===== config.mk =====
export PLATFORM = sky130hd
export DESIGN_NAME = alu_issue_ctrl
export DESIGN_NICKNAME = d
export VERILOG_FILES = /design/src/rtl/alu_issue_ctrl.sv
export SDC_FILE = /design/constraint.sdc
export NUM_CORES = 1
export LEC_CHECK = 0
export CAP_MARGIN = 20
export CORE_AREA = 4 4 158 160
export CTS_CLUSTER_SIZE = 25
export DETAILED_ROUTE_END_ITERATION = 7
export DIE_AREA = 0 0 162 164
export PLACE_DENSITY = 0.74
export REMOVE_ABC_BUFFERS = 1
export SYNTH_ARGS = -nofsm -noshare
export SYNTH_HDL_FRONTEND = slang
export SYNTH_SLANG_ARGS = --single-unit

===== constraint.sdc =====
create_clock -name Clk -period 3.1 [get_ports Clk]
set_input_delay 0.465 -clock Clk [delete_from_list [all_inputs] [get_ports Clk]]
set_output_delay 0.465 -clock Clk [all_outputs]
set_load 0.1 [all_outputs]

===== src/rtl/alu_issue_ctrl.sv =====
// alu_issue_ctrl: issues one decoded LEGv8 instruction at a time to the
// 64-bit ALU, waits for the result and delayed Zero flag to settle, captures
// them and returns result, flags and branch decision over a valid/ready
// response channel.
module alu_issue_ctrl #(
    parameter int WIDTH         = 64,
    parameter int SETTLE_CYCLES = 1
) (
    input  logic             Clk,
    input  logic             Resetb,
    // request channel
    input  logic             ReqValid,
    output logic             ReqReady,
    input  logic [10:0]      ReqOpcode,
    input  logic [WIDTH-1:0] ReqA,
    input  logic [WIDTH-1:0] ReqB,
    // ALU side
    output logic [WIDTH-1:0] AluBusA,
    output logic [WIDTH-1:0] AluBusB,
    output logic [3:0]       AluCtrl,
    input  logic [WIDTH-1:0] AluBusW,
    input  logic             AluZero,
    // response channel
    output logic             RspValid,
    input  logic             RspReady,
    output logic [WIDTH-1:0] RspResult,
    output logic             RspZero,
    output logic             RspTaken,
    output logic             RspIllegal
);

    // Counter only has to hold SETTLE_CYCLES; keep at least one bit.
    localparam int CNT_W = (SETTLE_CYCLES < 2) ? 1 : $clog2(SETTLE_CYCLES + 1);
    localparam logic [CNT_W-1:0] SETTLE_CNT = CNT_W'(SETTLE_CYCLES);

    localparam logic [3:0] CTRL_AND = 4'b0000;
    localparam logic [3:0] CTRL_ORR = 4'b0001;
    localparam logic [3:0] CTRL_ADD = 4'b0010;
    localparam logic [3:0] CTRL_SUB = 4'b0110;
    localparam logic [3:0] CTRL_MOV = 4'b0111;
    localparam logic [3:0] CTRL_CB  = 4'b1000;

    typedef enum logic [1:0] {
        ST_IDLE = 2'd0,
        ST_EXEC = 2'd1,
        ST_RESP = 2'd2
    } state_t;

    typedef enum logic [1:0] {
        BR_NONE = 2'd0,
        BR_CBZ  = 2'd1,
        BR_CBNZ = 2'd2
    } branch_t;

    state_t           state_q, state_d;
    branch_t          branch_q, branch_d;
    logic [CNT_W-1:0] cnt_q, cnt_d;
    logic [WIDTH-1:0] alu_a_q, alu_a_d;
    logic [WIDTH-1:0] alu_b_q, alu_b_d;
    logic [3:0]       alu_ctrl_q, alu_ctrl_d;
    logic [WIDTH-1:0] rsp_result_q, rsp_result_d;
    logic             rsp_zero_q, rsp_zero_d;
    logic             rsp_taken_q, rsp_taken_d;
    logic             rsp_illegal_q, rsp_illegal_d;

    logic             dec_legal;
    logic [3:0]       dec_ctrl;
    branch_t          dec_branch;

    // Opcode decode: ALU control code, branch kind and legality.
    always_comb begin
        // NOTE: every combinational output gets a default first so that no
        // path through the case leaves it unassigned and infers a latch.
        dec_legal  = 1'b1;
        dec_ctrl   = CTRL_AND;
        dec_branch = BR_NONE;
        casez (ReqOpcode)
            11'b10001011000: dec_ctrl = CTRL_ADD;
            11'b11001011000: dec_ctrl = CTRL_SUB;
            11'b10001010000: dec_ctrl = CTRL_AND;
            11'b10101010000: dec_ctrl = CTRL_ORR;
            11'b11111000010: dec_ctrl = CTRL_ADD;   // LDUR
            11'b11111000000: dec_ctrl = CTRL_ADD;   // STUR
            11'b110100101??: dec_ctrl = CTRL_MOV;   // MOVZ
            11'b10110100???: begin
                dec_ctrl   = CTRL_CB;
                dec_branch = BR_CBZ;
            end
            11'b10110101???: begin
                dec_ctrl   = CTRL_CB;
                dec_branch = BR_CBNZ;
            end
            default: dec_legal = 1'b0;
        endcase
    end

    // Next-state logic: accept, settle countdown, capture, response handshake.
    always_comb begin
        state_d       = state_q;
        branch_d      = branch_q;
        cnt_d         = cnt_q;
        alu_a_d       = alu_a_q;
        alu_b_d       = alu_b_q;
        alu_ctrl_d    = alu_ctrl_q;
        rsp_result_d  = rsp_result_q;
        rsp_zero_d    = rsp_zero_q;
        rsp_taken_d   = rsp_taken_q;
        rsp_illegal_d = rsp_illegal_q;
        unique case (state_q)
            ST_IDLE: begin
                if (ReqValid) begin
                    branch_d = dec_branch;
                    if (dec_legal) begin
                        alu_a_d    = ReqA;
                        alu_b_d    = ReqB;
                        alu_ctrl_d = dec_ctrl;
                        cnt_d      = SETTLE_CNT;
                        state_d    = ST_EXEC;
                    end else begin
                        // Illegal ops never touch the ALU buses.
                        rsp_result_d  = '0;
                        rsp_zero_d    = 1'b0;
                        rsp_taken_d   = 1'b0;
                        rsp_illegal_d = 1'b1;
                        state_d       = ST_RESP;
                    end
                end
            end
            ST_EXEC: begin
                if (cnt_q != '0) begin
                    cnt_d = cnt_q - CNT_W'(1);
                end else begin
                    rsp_result_d  = AluBusW;
                    rsp_zero_d    = AluZero;
                    rsp_illegal_d = 1'b0;
                    unique case (branch_q)
                        BR_CBZ:  rsp_taken_d = AluZero;
                        BR_CBNZ: rsp_taken_d = ~AluZero;
                        default: rsp_taken_d = 1'b0;
                    endcase
                    state_d = ST_RESP;
                end
            end
            ST_RESP: begin
                if (RspReady) begin
                    state_d = ST_IDLE;
                end
            end
            default: state_d = ST_IDLE;
        endcase
    end

    // State and datapath registers; every flop has a defined reset value.
    always_ff @(posedge Clk or negedge Resetb) begin
        if (!Resetb) begin
            // NOTE: non-blocking assignments here so every flop samples the
            // pre-edge values regardless of statement order.
            state_q       <= ST_IDLE;
            branch_q      <= BR_NONE;
            cnt_q         <= '0;
            alu_a_q       <= '0;
            alu_b_q       <= '0;
            alu_ctrl_q    <= CTRL_AND;
            rsp_result_q  <= '0;
            rsp_zero_q    <= 1'b0;
            rsp_taken_q   <= 1'b0;
            rsp_illegal_q <= 1'b0;
        end else begin
            state_q       <= state_d;
            branch_q      <= branch_d;
            cnt_q         <= cnt_d;
            alu_a_q       <= alu_a_d;
            alu_b_q       <= alu_b_d;
            alu_ctrl_q    <= alu_ctrl_d;
            rsp_result_q  <= rsp_result_d;
            rsp_zero_q    <= rsp_zero_d;
            rsp_taken_q   <= rsp_taken_d;
            rsp_illegal_q <= rsp_illegal_d;
        end
    end

    assign ReqReady   = (state_q == ST_IDLE);
    assign RspValid   = (state_q == ST_RESP);
    assign AluBusA    = alu_a_q;
    assign AluBusB    = alu_b_q;
    assign AluCtrl    = alu_ctrl_q;
    assign RspResult  = rsp_result_q;
    assign RspZero    = rsp_zero_q;
    assign RspTaken   = rsp_taken_q;
    assign RspIllegal = rsp_illegal_q;

endmodule


==> report_table.html <==
<table>
<tr><th>Metric</th><th>Value</th></tr>
<tr><th colspan="2">Power</th></tr>
<tr><td>Static power due to leakage</td><td>7.63 nW</td></tr>
<tr><td>Fraction of power consumed by sequential logic</td><td>0.366</td></tr>
<tr><td>Share of total power consumed by net switching</td><td>0.358</td></tr>
<tr><td>Worst vdd rail ir drop</td><td>0.000492 V</td></tr>
<tr><td>Power per cell area</td><td>598 mW/mm2</td></tr>
<tr><td>Cell Int Power</td><td>5.19 mW</td></tr>
<tr><td>Share of total power in the clock network</td><td>0.341</td></tr>
<tr><td>Switching pwr</td><td>2.89 mW</td></tr>
<tr><td>Share of total power in combinational logic</td><td>0.293</td></tr>
<tr><td>Total power</td><td>8.09 mW</td></tr>
<tr><th colspan="2">Timing</th></tr>
<tr><td>Final period util</td><td>0.826</td></tr>
<tr><td>Slew at the pin closest to its max-slew limit</td><td>0.884 ns</td></tr>
<tr><td>Final hold violation count</td><td>0</td></tr>
<tr><td>RSZ-0062 raised after global routing</td><td>no</td></tr>
<tr><td>Final setup violation count</td><td>0</td></tr>
<tr><td>Worst Skew</td><td>0.0105 ns</td></tr>
<tr><td>WHS</td><td>0.0304 ns</td></tr>
<tr><td>Summed negative setup slack over all endpoints</td><td>0 ns</td></tr>
<tr><td>Max-Slew Margin vs Limit</td><td>0.409</td></tr>
<tr><td>Setup slack of the critical path after layout</td><td>0.539 ns</td></tr>
<tr><td>Fmax achieved</td><td>390 MHz</td></tr>
<tr><td>Clock period minus final worst setup slack</td><td>2.56 ns</td></tr>
<tr><td>Pins Over Slew Limit</td><td>0</td></tr>
<tr><th colspan="2">Run</th></tr>
<tr><td>Total of max-cap violations</td><td>0</td></tr>
<tr><th colspan="2">Logic synthesis</th></tr>
<tr><td>Fraction of the mapped netlist area in compound gates</td><td>0.0766</td></tr>
<tr><td>Ys Warns</td><td>0</td></tr>
<tr><td>Count of distinct cell types in the synthesized netlist</td><td>40</td></tr>
<tr><td>Synth Area in XOR/XNOR</td><td>0</td></tr>
<tr><td>Post-Syn Area per Cell</td><td>12.6 um2</td></tr>
<tr><td>Number of flip-flops and latches in the synthesized netlist</td><td>204</td></tr>
<tr><td>Portion of the post-synthesis area used by sequential elements</td><td>0.582</td></tr>
<tr><td>Post-synthesis cell count</td><td>696</td></tr>
<tr><td>Post-synthesis share of cell area spent on and, or, nand and nor gates</td><td>0.114</td></tr>
<tr><td>Dominant combinational cell family by area after synthesis</td><td>multiplexers</td></tr>
<tr><td>Synthesized area</td><td>0.00878 mm2</td></tr>
<tr><td>Share of cell area taken by muxes after synthesis</td><td>0.197</td></tr>
<tr><td>Adder-cell share of the synthesized area</td><td>0</td></tr>
<tr><th colspan="2">Routing</th></tr>
<tr><td>First drt pass iteration count</td><td>7</td></tr>
<tr><td>Via density per instance</td><td>4.82</td></tr>
<tr><td>Vias</td><td>6913</td></tr>
<tr><td>Antenna viol nets, final</td><td>0</td></tr>
<tr><td>Avg WL per Cell</td><td>19.1 um</td></tr>
<tr><td>Number of DRC markers after the initial detailed-route iteration</td><td>408</td></tr>
<tr><td>DR DRC count</td><td>0</td></tr>
<tr><td>Routed WL</td><td>27.4 mm</td></tr>
<tr><th colspan="2">Global routing</th></tr>
<tr><td>Global-route wire length before repair</td><td>41.0 mm</td></tr>
<tr><td>Remaining Overflow, GRT</td><td>0</td></tr>
<tr><td>Fraction of met3 tracks used by global routing</td><td>0.0715</td></tr>
<tr><td>Number of global-route vias before repair</td><td>7195</td></tr>
<tr><td>Maximum number of pins on one net before global-route repair</td><td>89</td></tr>
<tr><td>Total Routing Usage GR</td><td>0.194</td></tr>
<tr><td>Global routing met1 resource utilization</td><td>0.237</td></tr>
<tr><td>Antenna violations before repair</td><td>1</td></tr>
<tr><td>Met2 layer usage reported by global route</td><td>0.330</td></tr>
<tr><td>Most used routing layer in global routing</td><td>met2</td></tr>
<tr><th colspan="2">Setup path</th></tr>
<tr><td>Maximum fanout count along the critical path</td><td>72</td></tr>
<tr><td>Start-to-end type of the worst setup path</td><td>in2reg</td></tr>
<tr><td>Startpoint class of the critical path</td><td>primary input</td></tr>
<tr><td>R2R depth</td><td>6</td></tr>
<tr><td>Crit path arrival time</td><td>2.94 ns</td></tr>
<tr><td>Crit end category</td><td>flip-flop</td></tr>
<tr><td>Worst Path Required</td><td>3.48 ns</td></tr>
<tr><th colspan="2">CTS</th></tr>
<tr><td>Maximum clock path buffer count</td><td>3</td></tr>
<tr><td>Clock net sink count</td><td>204</td></tr>
<tr><td>Number of gates resized after CTS</td><td>0</td></tr>
<tr><td>Clock tree from TritonCTS</td><td>done</td></tr>
<tr><td>Cell at the root of the clock tree</td><td>clkbuf_16</td></tr>
<tr><td>Number of buffers inserted by post-CTS setup repair</td><td>0</td></tr>
<tr><td>Htree depth</td><td>1</td></tr>
<tr><td>Num CTS Buffers</td><td>23</td></tr>
<tr><td>Reg clk slew, reported paths</td><td>0.06 ns</td></tr>
<tr><td>Worst-Skew Late Latency</td><td>0.50 ns</td></tr>
<tr><td>Hold-fix buffers, CTS</td><td>0</td></tr>
<tr><th colspan="2">Floorplanning</th></tr>
<tr><td>Number of standard-cell rows in the floorplan</td><td>56</td></tr>
<tr><td>Die outline width</td><td>162 um</td></tr>
<tr><td># IOs</td><td>409</td></tr>
<tr><td>CORE AREA</td><td>0.0234 mm2</td></tr>
<tr><td>Height of the die</td><td>164 um</td></tr>
<tr><td>Die ar.</td><td>0.0266 mm2</td></tr>
<tr><td>Initial core utilization</td><td>0.375</td></tr>
<tr><th colspan="2">Place</th></tr>
<tr><td>Cells after DPL</td><td>1394</td></tr>
<tr><td>Worst setup slack before clock tree synthesis</td><td>0.0930 ns</td></tr>
<tr><td>Area post-placement</td><td>0.0128 mm2</td></tr>
<tr><td>Buffers on Ports</td><td>408</td></tr>
<tr><td>Half-perimeter wire length after placement</td><td>20.0 mm</td></tr>
<tr><td>Placer Congestion</td><td>0.793</td></tr>
<tr><th colspan="2">Cells and area</th></tr>
<tr><td>Fraction of layout instances using a drive strength above 1</td><td>0.352</td></tr>
<tr><td>Antenna cells</td><td>0</td></tr>
<tr><td>Fin area</td><td>0.0135 mm2</td></tr>
<tr><td>Final non-filler cell total</td><td>1433</td></tr>
<tr><td>Final Net Count</td><td>1308</td></tr>
<tr><td>Util after Layout</td><td>0.578</td></tr>
<tr><td>Area delta synth-&gt;final</td><td>54.0%</td></tr>
<tr><th colspan="2">Outcome</th></tr>
<tr><td>Status</td><td>finished, final reports clean</td></tr>
<tr><th colspan="2">Min path</th></tr>
<tr><td>Tightest Hold Check Type</td><td>in2async</td></tr>
</table>
## power by group through the flow
stage | registers, mW | logic, mW | clock network [mW]
2_1_floorplan | 4.28 | 0.325 | 0
3_3_place_gp | 3.00 | 2.37 | 0
3_5_place_dp | 3.00 | 2.38 | 0
4_1_cts | 2.96 | 2.39 | 2.84
5_1_grt | 2.98 | 2.44 | 2.95
6_report | 2.96 | 2.37 | 2.75
## cell families after synthesis
family | count (synthesis)
AOI/OAI and AO/OA | 90
buffers and inverters | 49
DFF | 204
muxes | 128
and+or+nand+nor | 225
## cell usage after synthesis
cell	count	area (um2)
nand2_1	136	510
nor4b_1	1	8.76
or3_1	1	6.26
or2_2	2	12.5
mux2_2	52	586
a31oi_1	1	6.26
nand2b_1	1	6.26
dfrtp_1	204	5100
a21oi_2	1	8.76
a211o_1	1	8.76
clkbuf_1	19	71.3
nor2_1	3	11.3
a41oi_1	1	8.76
buf_1	4	15.0
or3b_2	1	8.76
nand4b_1	3	26.3
mux2_4	76	1140
a21o_1	69	518
nor2b_1	3	18.8
buf_6	9	101
a22o_1	2	17.5
o21ai_0	8	40.0
o21bai_1	1	7.51
and2_1	1	6.26
a211oi_1	1	7.51
and3_1	1	6.26
a21oi_1	1	5.00
o2bb2ai_1	1	8.76
nor3b_1	2	15.0
o21ba_2	1	10.0
buf_2	11	55.1
nor4bb_1	1	10.0
nand3_1	64	320
buf_4	1	7.51
o31ai_2	1	12.5
nor3_1	3	15.0
and3b_1	1	8.76
or4b_4	1	13.8
inv_1	5	18.8
a31oi_2	1	12.5
## final timing paths
check	from	end	slack, ns
max	ReqOpcode[7]	AluBusB[16]	0.54
min reg2reg	AluCtrl[0]	AluCtrl[0]	0.48
max reg2reg	state_q[1]	AluBusB[16]	0.94
min	Resetb	RspResult[56]	0.03
max in group asynchronous	Resetb	AluCtrl[2]	2.24
min in group Clk	AluCtrl[0]	AluCtrl[0]	0.48
## routing by layer
layer  vias up  wire length, um
met3        33             2870
met1      3364            10700
li1       3198                -
met4         2              475
met5         -               13
met2       316            13300
## final cells by class
type                            instances  area, um2
Fill cell                            1951       9880
Sequential cell                       204       5100
Tap cell                              319        399
Clock buffer                           29        628
Timing Repair Buffer                  423       3800
Clock inverter                         10        130
Multi-Input combinational cell        443       3440
Inverter                                5       18.8
## state kept, by name, indices dropped and copies added (netlist names)
name / cells
RspResult: 64
AluBusB: 64
AluBusA: 64
cnt_q: 1
state_q: 2
branch_q: 2
RspTaken: 1
RspZero: 1
AluCtrl: 4
RspIllegal: 1
## placed cells by master (no fill, tap or decap), drive strengths merged, types with 2 or more instances in the layout
cell type / count
a21o: 69
a21oi: 2
a22o: 2
a31oi: 2
buf: 216
bufinv: 3
clkbuf: 30
clkdlybuf4s50: 206
clkinv: 5
clkinvlp: 2
dfrtp: 204
inv: 5
mux2: 128
nand2: 136
nand3: 64
nand4b: 3
nor2: 3
nor2b: 3
nor3: 3
nor3b: 2
o21ai: 8
or2: 2
## worst max-delay path, stage by stage
cell             delay, ns
clkdlybuf4s50_1       0.43
or4b_4                0.57
or3_1                 0.40
a21oi_2               0.22
o31ai_4               0.14
buf_12                0.23
mux2_4                0.37
No activity file was read; power rests on OpenSTA's default activity.
